### src/rtl/button_debouncer_multi.sv
// Multi-channel contact debouncer.
// Each channel is synchronised, then filtered against an external tick strobe.
// It produces a debounced level plus one-clock press, release and long-press pulses.
// The release pulse output is named 'rel' because 'release' is a reserved word.
module button_debouncer_multi #(
    parameter int N          = 4,
    parameter int STABLE     = 3,
    parameter int LONG       = 100,
    parameter bit ACTIVE_LOW = 1'b0
) (
    input  logic         clk,
    input  logic         rst,
    input  logic [N-1:0] in,
    input  logic         sync,
    output logic [N-1:0] out,
    output logic [N-1:0] press,
    output logic [N-1:0] rel,
    output logic [N-1:0] long
);

    localparam int CW = (STABLE > 1) ? $clog2(STABLE) : 1;
    localparam int HW = $clog2(LONG + 1);

    logic [N-1:0]  meta;
    logic [N-1:0]  xs;
    logic [CW-1:0] cnt  [N];
    logic [HW-1:0] hold [N];

    // Two-flop synchroniser; polarity is normalised first so that reset (all zeros)
    // always corresponds to the released state.
    always_ff @(posedge clk or negedge rst) begin
        if (!rst) begin
            meta <= '0;
            xs   <= '0;
        end else begin
            meta <= in ^ {N{ACTIVE_LOW}};
            xs   <= meta;
        end
    end

    // Stability filter: a new level is accepted only after STABLE consecutive ticks that
    // all disagree with the current output. Any agreeing tick discards the partial count.
    always_ff @(posedge clk or negedge rst) begin
        if (!rst) begin
            out   <= '0;
            press <= '0;
            rel   <= '0;
            for (int i = 0; i < N; i++) cnt[i] <= '0;
        end else begin
            press <= '0;
            rel   <= '0;
            for (int i = 0; i < N; i++) begin
                if (sync) begin
                    if (xs[i] == out[i]) begin
                        cnt[i] <= '0;
                    end else if (cnt[i] == CW'(STABLE - 1)) begin
                        cnt[i]   <= '0;
                        out[i]   <= ~out[i];
                        press[i] <= ~out[i];
                        rel[i]   <= out[i];
                    end else begin
                        cnt[i] <= cnt[i] + CW'(1);
                    end
                end
            end
        end
    end

    // Long-press timer: counts ticks while the debounced level is high.
    // It saturates at LONG, so exactly one pulse is produced per press.
    always_ff @(posedge clk or negedge rst) begin
        if (!rst) begin
            long <= '0;
            for (int i = 0; i < N; i++) hold[i] <= '0;
        end else begin
            long <= '0;
            for (int i = 0; i < N; i++) begin
                if (!out[i]) begin
                    hold[i] <= '0;
                end else if (sync && (hold[i] < HW'(LONG))) begin
                    hold[i] <= hold[i] + HW'(1);
                    if (hold[i] == HW'(LONG - 1)) long[i] <= 1'b1;
                end
            end
        end
    end

endmodule

### config.mk
export PLATFORM = sky130hd
export DESIGN_NAME = button_debouncer_multi
export DESIGN_NICKNAME = d
export VERILOG_FILES = /design/src/rtl/button_debouncer_multi.sv
export SDC_FILE = /design/constraint.sdc
export NUM_CORES = 1
export LEC_CHECK = 0
export ABC_AREA = 1
export CORE_MARGIN = 4
export CORE_UTILIZATION = 62
export CTS_CLUSTER_DIAMETER = 200
export DETAILED_ROUTE_END_ITERATION = 10
export PLACE_DENSITY = 0.84
export SYNTH_ARGS = -nofsm -noshare
export SYNTH_HDL_FRONTEND = slang
export SYNTH_SLANG_ARGS = --single-unit
### constraint.sdc
create_clock -name clk -period 1.9 [get_ports clk]
set_input_delay 0.38 -clock clk [delete_from_list [all_inputs] [get_ports clk]]
set_output_delay 0.38 -clock clk [all_outputs]
set_load 0.01 [all_outputs]
==> flow_metrics.env, run 1 <==
export IMPL_relSlewSlack_pct=69.2
export IMPL_root_buffer="clkbuf_8"
export IMPL_fillCellCount=320
export IMPL_clk_pin_slew_ns=0.06
export IMPL_reg2reg_to="hold[27]"
export IMPL_synth_top_area_share_pct=52.9
export IMPL_r2r_start="hold[21]"
export IMPL_finalCriticalPeriod_ns=1.84
export IMPL_avgSynthCellArea_um2=8.50
export IMPL_drt_first_pass_iters=4
export IMPL_start_kind="register"
export IMPL_ys_async_sr_fraction_pct=100
export IMPL_synthSimpleGateAreaFrac_pct=29.3
export IMPL_tightest_slew_ns=0.462
export IMPL_grt_max_degree=61
export IMPL_synth_area_leaders="dfrtp_1, nand2_1, inv_1, nand3_1, nor2_1"
export IMPL_synthXorXnorAreaFrac_pct=1.54
export IMPL_dp_hpwl_mm=3.57
export IMPL_hold_path_class="in -> async"
export IMPL_wl_per_cell_um=12.7
export IMPL_critPathMaxStageDelay_ns=0.61
export IMPL_netlist_area_mm2=0.00284
export IMPL_postSynthCellCount=334
export IMPL_drv_slew=0
export IMPL_synth_most_common_cell="nand2_1"
export IMPL_crit_required_ns=1.52
export IMPL_place_congestion=0.823
export IMPL_clock_sinks=60
export IMPL_vdd_drop_max_v=0.000592
export IMPL_maxCapViolations=0
export IMPL_cts_buffers=9
export IMPL_grt_pass1_vias=2206
export IMPL_fp_dieH_um=75.7
export IMPL_area_growth_syn_to_layout_pct=16.1
export IMPL_crit_arrival_ns=1.46
export IMPL_ys_warn_count=0
export IMPL_ys_seq_elements=60
export IMPL_dr_total_vias=2233
export IMPL_synth_top_family_by_area="simple AND/OR/NAND/NOR gates"
export IMPL_hold_worst_slack_ns=0.0304
export IMPL_fin_skew_ns=0.00301
export IMPL_synth_common_cells="nand2_1, dfrtp_1, inv_1, nand3_1, nor2_1"
export IMPL_cts_path_max_buffers=2
export IMPL_num_rows=24
export IMPL_run_status="completed"
export IMPL_cts_max_level=3
export IMPL_cp_cell_sequence="clkdlybuf4s50_1"
export IMPL_fin_crit_sh_pct=97.0
export IMPL_cellLeakagePower_uw=0.00163
export IMPL_synthMuxAreaShare_pct=0
export IMPL_synth_edff_count=0
export IMPL_seq_area_frac_synth_pct=52.9
export IMPL_via_per_inst=5.30
export IMPL_syn_nets=345
export IMPL_setup_violations=0
export IMPL_critical_path_class="reg -> out"
export IMPL_cts_tree="yes"
export IMPL_antennaDiodeCount=0
export IMPL_rsz0062_at_grt="false"
export IMPL_finalSetupTns_ns=0
export IMPL_synthAdderAreaFrac_pct=1.76
export IMPL_synth_compound_area_share_pct=7.49
export IMPL_dieArea_mm2=0.00573
export IMPL_crit_slowest_cell="clkdlybuf4s50_1"
export IMPL_wl_mm=5.35
export IMPL_r2r_slack_ns=0.60
export IMPL_utilization_pct=75.2
export IMPL_drtIter0Drc=192
export IMPL_ys_types=22
export IMPL_r2r_cells=7
export IMPL_ios=23
export IMPL_io_buffers=22
export IMPL_grt_util_all_layers_pct=22.0
export IMPL_grt_overflow_total=0
export IMPL_hold_viol=0
export IMPL_core_area_mm2=0.00438
export IMPL_cellPowerDensity_mw_per_mm2=1040
export IMPL_start_util_pct=64.8
export IMPL_drc=0
export IMPL_grt_first_pass_wirelength_mm=9.34
export IMPL_clock_fmax_ghz=0.543
export IMPL_drive_gt1_share_pct=10.6
export IMPL_yosys_area_top_type="dfrtp_1"
export IMPL_crit_fanout=9
export IMPL_insertion_delay_ns=0.33
export IMPL_critPathTopFamily="buffers and inverters"
export IMPL_die_w_um=75.7
export IMPL_antenna_found_initial=0
export IMPL_postRouteAntennaNets=0
export IMPL_worstSetupEndpointType="output pin"
export IMPL_num_nets_final=375
export IMPL_cp_num_buf_inv=1
export IMPL_synth_ff_type="dfrtp_1"
registers in the layout, indices dropped and copies added (netlist names):
| name | count |
|---|---|
| long | 4 |
| press | 4 |
| out | 4 |
| cnt | 8 |
| rel | 4 |
| meta | 4 |
| hold | 28 |
| xs | 4 |
cells by family after synthesis:
family / after synthesis
xor+xnor: 5
compound gates: 30
flops: 60
buf+inv: 48
simple gates: 187
fa+ha+maj: 4
worst max-delay path by stage:
stage,cells past startpoint,end,slack (ns),startpoint
detailed placement,6,hold[1],0.11,sync
global placement,6,hold[5],0.18,sync
floorplan,7,hold[3],0.77,hold[2]
global route,1,out[2],0.02,out[2]
CTS,1,out[3],0.0002,out[3]
finish,1,out[2],0.06,out[2]
per-stage QoR:
stage | setup slack [ns] | power, uW | instance area [um2] | std cells
3_3_place_gp | 0.179 | 2380 | 3120 | 405
3_5_place_dp | 0.111 | 2420 | 3120 | 405
6_report | 0.0572 | 3440 | 3300 | 421
4_1_cts | 0.000249 | 3480 | 3300 | 421
5_1_grt | 0.0183 | 3660 | 3300 | 421
2_1_floorplan | 0.774 | 2140 | 2840 | 334
placed cells by master, fill, tap and decap left out:
cell type        count
nand2_1            102
dfrtp_1             59
inv_1               39
nand3_1             29
nor2_1              24
clkdlybuf4s50_1     21
nand4_1             14
clkbuf_8            12
o21ai_0             11
nor3_1               6
nand2_2              5
o21ai_1              5
xnor2_1              4
nor2_4               4
a21oi_4              4
a21oi_1              4
o21bai_1             4
ha_1                 4
nor2_2               3
clkbuf_1             3
buf_4                3
inv_2                2
a21oi_2              2
xor2_1               1
clkinv_2             1
buf_2                1
dfrtp_2              1
buf_12               1
layer usage:
metal  GRT usage, %  share of wire [%]  up-vias
li1               -                  -     1121
met1           26.8                 45     1053
met2           35.6                 49       50
met3           5.80                3.7        9
met4           12.4                2.2        0
met5              0                  0        -
area by class of cell:
| type | instances | area [um2] | area share (%) |
|---|---|---|---|
| multi-input combinational | 226 | 1140 | 34.5 |
| clock buffer | 15 | 176 | 5.35 |
| timing repair buffer | 26 | 258 | 7.81 |
| tap | 52 | 65.1 | 1.97 |
| clock inverter | 1 | 5.00 | 0.152 |
| inverter | 41 | 154 | 4.67 |
| sequential | 60 | 1500 | 45.6 |
report_power, final:
part	internal, uW	switching [uW]
logic	296	469
registers	1460	187
clock network	580	455
what timing repair did:
action | in CTS | in global routing
hold buffers | 0 | 0
gates resized for setup | 0 | 1
setup endpoints to repair | 0 | 1
setup buffers | 0 | 0
Power figures use the tool's default switching activity.
==> run 2, diff against run 1 <==
- PLACE_DENSITY: 0.84 -> 0.94
==> flow_metrics.env, run 2 (synthesized netlist as in run 1, its figures left out) <==
export IMPL_run_status="completed"
export IMPL_grt_util_all_layers_pct=22.3
export IMPL_area_growth_syn_to_layout_pct=16.7
export IMPL_grt_first_pass_wirelength_mm=9.38
export IMPL_crit_fanout=9
export IMPL_rsz0062_at_grt="false"
export IMPL_io_buffers=22
export IMPL_fp_dieH_um=75.7
export IMPL_wl_met1_mm=2.28
export IMPL_antennaDiodeCount=0
export IMPL_root_buffer="clkbuf_8"
export IMPL_cts_path_max_buffers=2
export IMPL_cellLeakagePower_uw=0.00164
export IMPL_insertion_delay_ns=0.33
export IMPL_finalCriticalPeriod_ns=1.83
export IMPL_core_area_mm2=0.00438
export IMPL_top_register="hold"
export IMPL_dr_total_vias=2244
export IMPL_route_met3_wl_um=272
export IMPL_via_per_inst=5.33
export IMPL_wl_mm=5.29
export IMPL_cts_tree="yes"
export IMPL_vdd_drop_max_v=0.000682
export IMPL_layout_cells_most_common_list="nand2_1, dfrtp_1, inv_1"
export IMPL_wl_per_cell_um=12.6
export IMPL_place_congestion=0.882
export IMPL_clock_fmax_ghz=0.545
export IMPL_clock_sinks=60
export IMPL_fin_skew_ns=0.00652
export IMPL_finalSetupTns_ns=0
export IMPL_setup_violations=0
export IMPL_hold_viol=0
export IMPL_wl_met2_mm=2.65
export IMPL_maxUsedRoutingLayer="met4"
export IMPL_r2r_slack_ns=0.56
export IMPL_utilization_pct=75.6
export IMPL_die_w_um=75.7
export IMPL_reg_top3="hold x28, cnt x8"
export IMPL_start_util_pct=64.8
export IMPL_worstSetupEndpointType="output pin"
export IMPL_dp_hpwl_mm=3.64
export IMPL_drc=0
export IMPL_grt_pass1_vias=2171
export IMPL_drtIter0Drc=245
export IMPL_r2r_start="hold[21]"
export IMPL_dieArea_mm2=0.00573
export IMPL_crit_required_ns=1.52
export IMPL_cts_max_level=3
export IMPL_cts_hold_buf=0
export IMPL_postRouteAntennaNets=0
export IMPL_drt_first_pass_iters=4
export IMPL_post_cts_buffers=0
export IMPL_critPathTopFamily="buffers and inverters"
export IMPL_grt_max_degree=61
export IMPL_ios=23
export IMPL_num_rows=24
export IMPL_drive_gt1_share_pct=10.3
export IMPL_crit_arrival_ns=1.45
export IMPL_antenna_found_initial=0
export IMPL_relSlewSlack_pct=69.5
export IMPL_cp_cell_sequence="clkdlybuf4s50_1"
export IMPL_hold_path_class="in -> async"
export IMPL_grt_overflow_total=0
export IMPL_start_kind="register"
export IMPL_finalPower_uw=3530
export IMPL_r2r_cells=7
export IMPL_critPathMaxStageDelay_ns=0.60
export IMPL_cts_buffers=9
export IMPL_critical_path_class="reg -> out"
export IMPL_hold_worst_slack_ns=0.0405
export IMPL_largest_reg_flops=28
export IMPL_fin_crit_sh_pct=96.6
export IMPL_num_nets_final=375
export IMPL_reg2reg_to="hold[27]"
export IMPL_cp_num_buf_inv=1
export IMPL_clk_pin_slew_ns=0.06
export IMPL_drv_slew=0
export IMPL_final_common_cell="nand2_1"
export IMPL_crit_slowest_cell="clkdlybuf4s50_1"
export IMPL_tightest_slew_ns=0.457
export IMPL_cellPowerDensity_mw_per_mm2=1070
export IMPL_maxCapViolations=0
run 2: cell count changes in the layout (fill, tap and decap cells not counted), sizes merged:
cell and delta:
bufinv +1, clkinv -1
run 2: timing repair:
action | 4_1_cts | 5_1_grt
gates resized for setup | 0 | 1
endpoints found under the hold margin | 0 | 0
setup endpoints to repair | 0 | 1
run 2: routing by layer:
layer  track usage (%)  vias to the layer above
met1              27.1                     1046
li1                  -                     1129
met2              37.0                       63
met3              6.46                        6
met4              9.71                        0
met5                 0                        -
run 2: layout make-up:
| cell class | count | area [um2] |
|---|---|---|
| clock buffer | 15 | 166 |
| clock inverter | 1 | 30.0 |
| fill | 295 | 1070 |
| inverter | 41 | 154 |
| multi-input combinational | 226 | 1140 |
| sequential | 60 | 1500 |
| tap | 52 | 65.1 |
| timing repair buffer | 26 | 258 |
run 2: power breakdown:
part | total, uW | switching (uW) | internal [uW]
registers | 1640 | 183 | 1460
clock network | 1130 | 445 | 680
logic | 767 | 471 | 296
run 2: through the flow:
stage / setup WS [ns] / cells / instance area [um2]
after floorplan: 0.774 / 334 / 2840
after global placement: 0.187 / 405 / 3120
after detailed placement: 0.111 / 405 / 3120
after CTS: 0.0329 / 421 / 3310
after global routing: 0.00840 / 421 / 3310
final: 0.0654 / 421 / 3310
run 2: worst max-delay path by stage:
stage / slack, ns / cells past startpoint / from / endpoint
detailed placement: 0.11 / 6 / sync / hold[2]
CTS: 0.03 / 1 / out[3] / out[3]
global route: 0.008 / 1 / out[2] / out[2]
global placement: 0.19 / 6 / sync / hold[5]
finish: 0.07 / 1 / out[2] / out[2]
floorplan: 0.77 / 7 / hold[2] / hold[3]
==> run 3, diff against run 2 <==
- HOLD_SLACK_MARGIN: not set -> 0.02
==> results of run 3 <==
The final DEF is identical to that of run 2; final timing and power are the same.
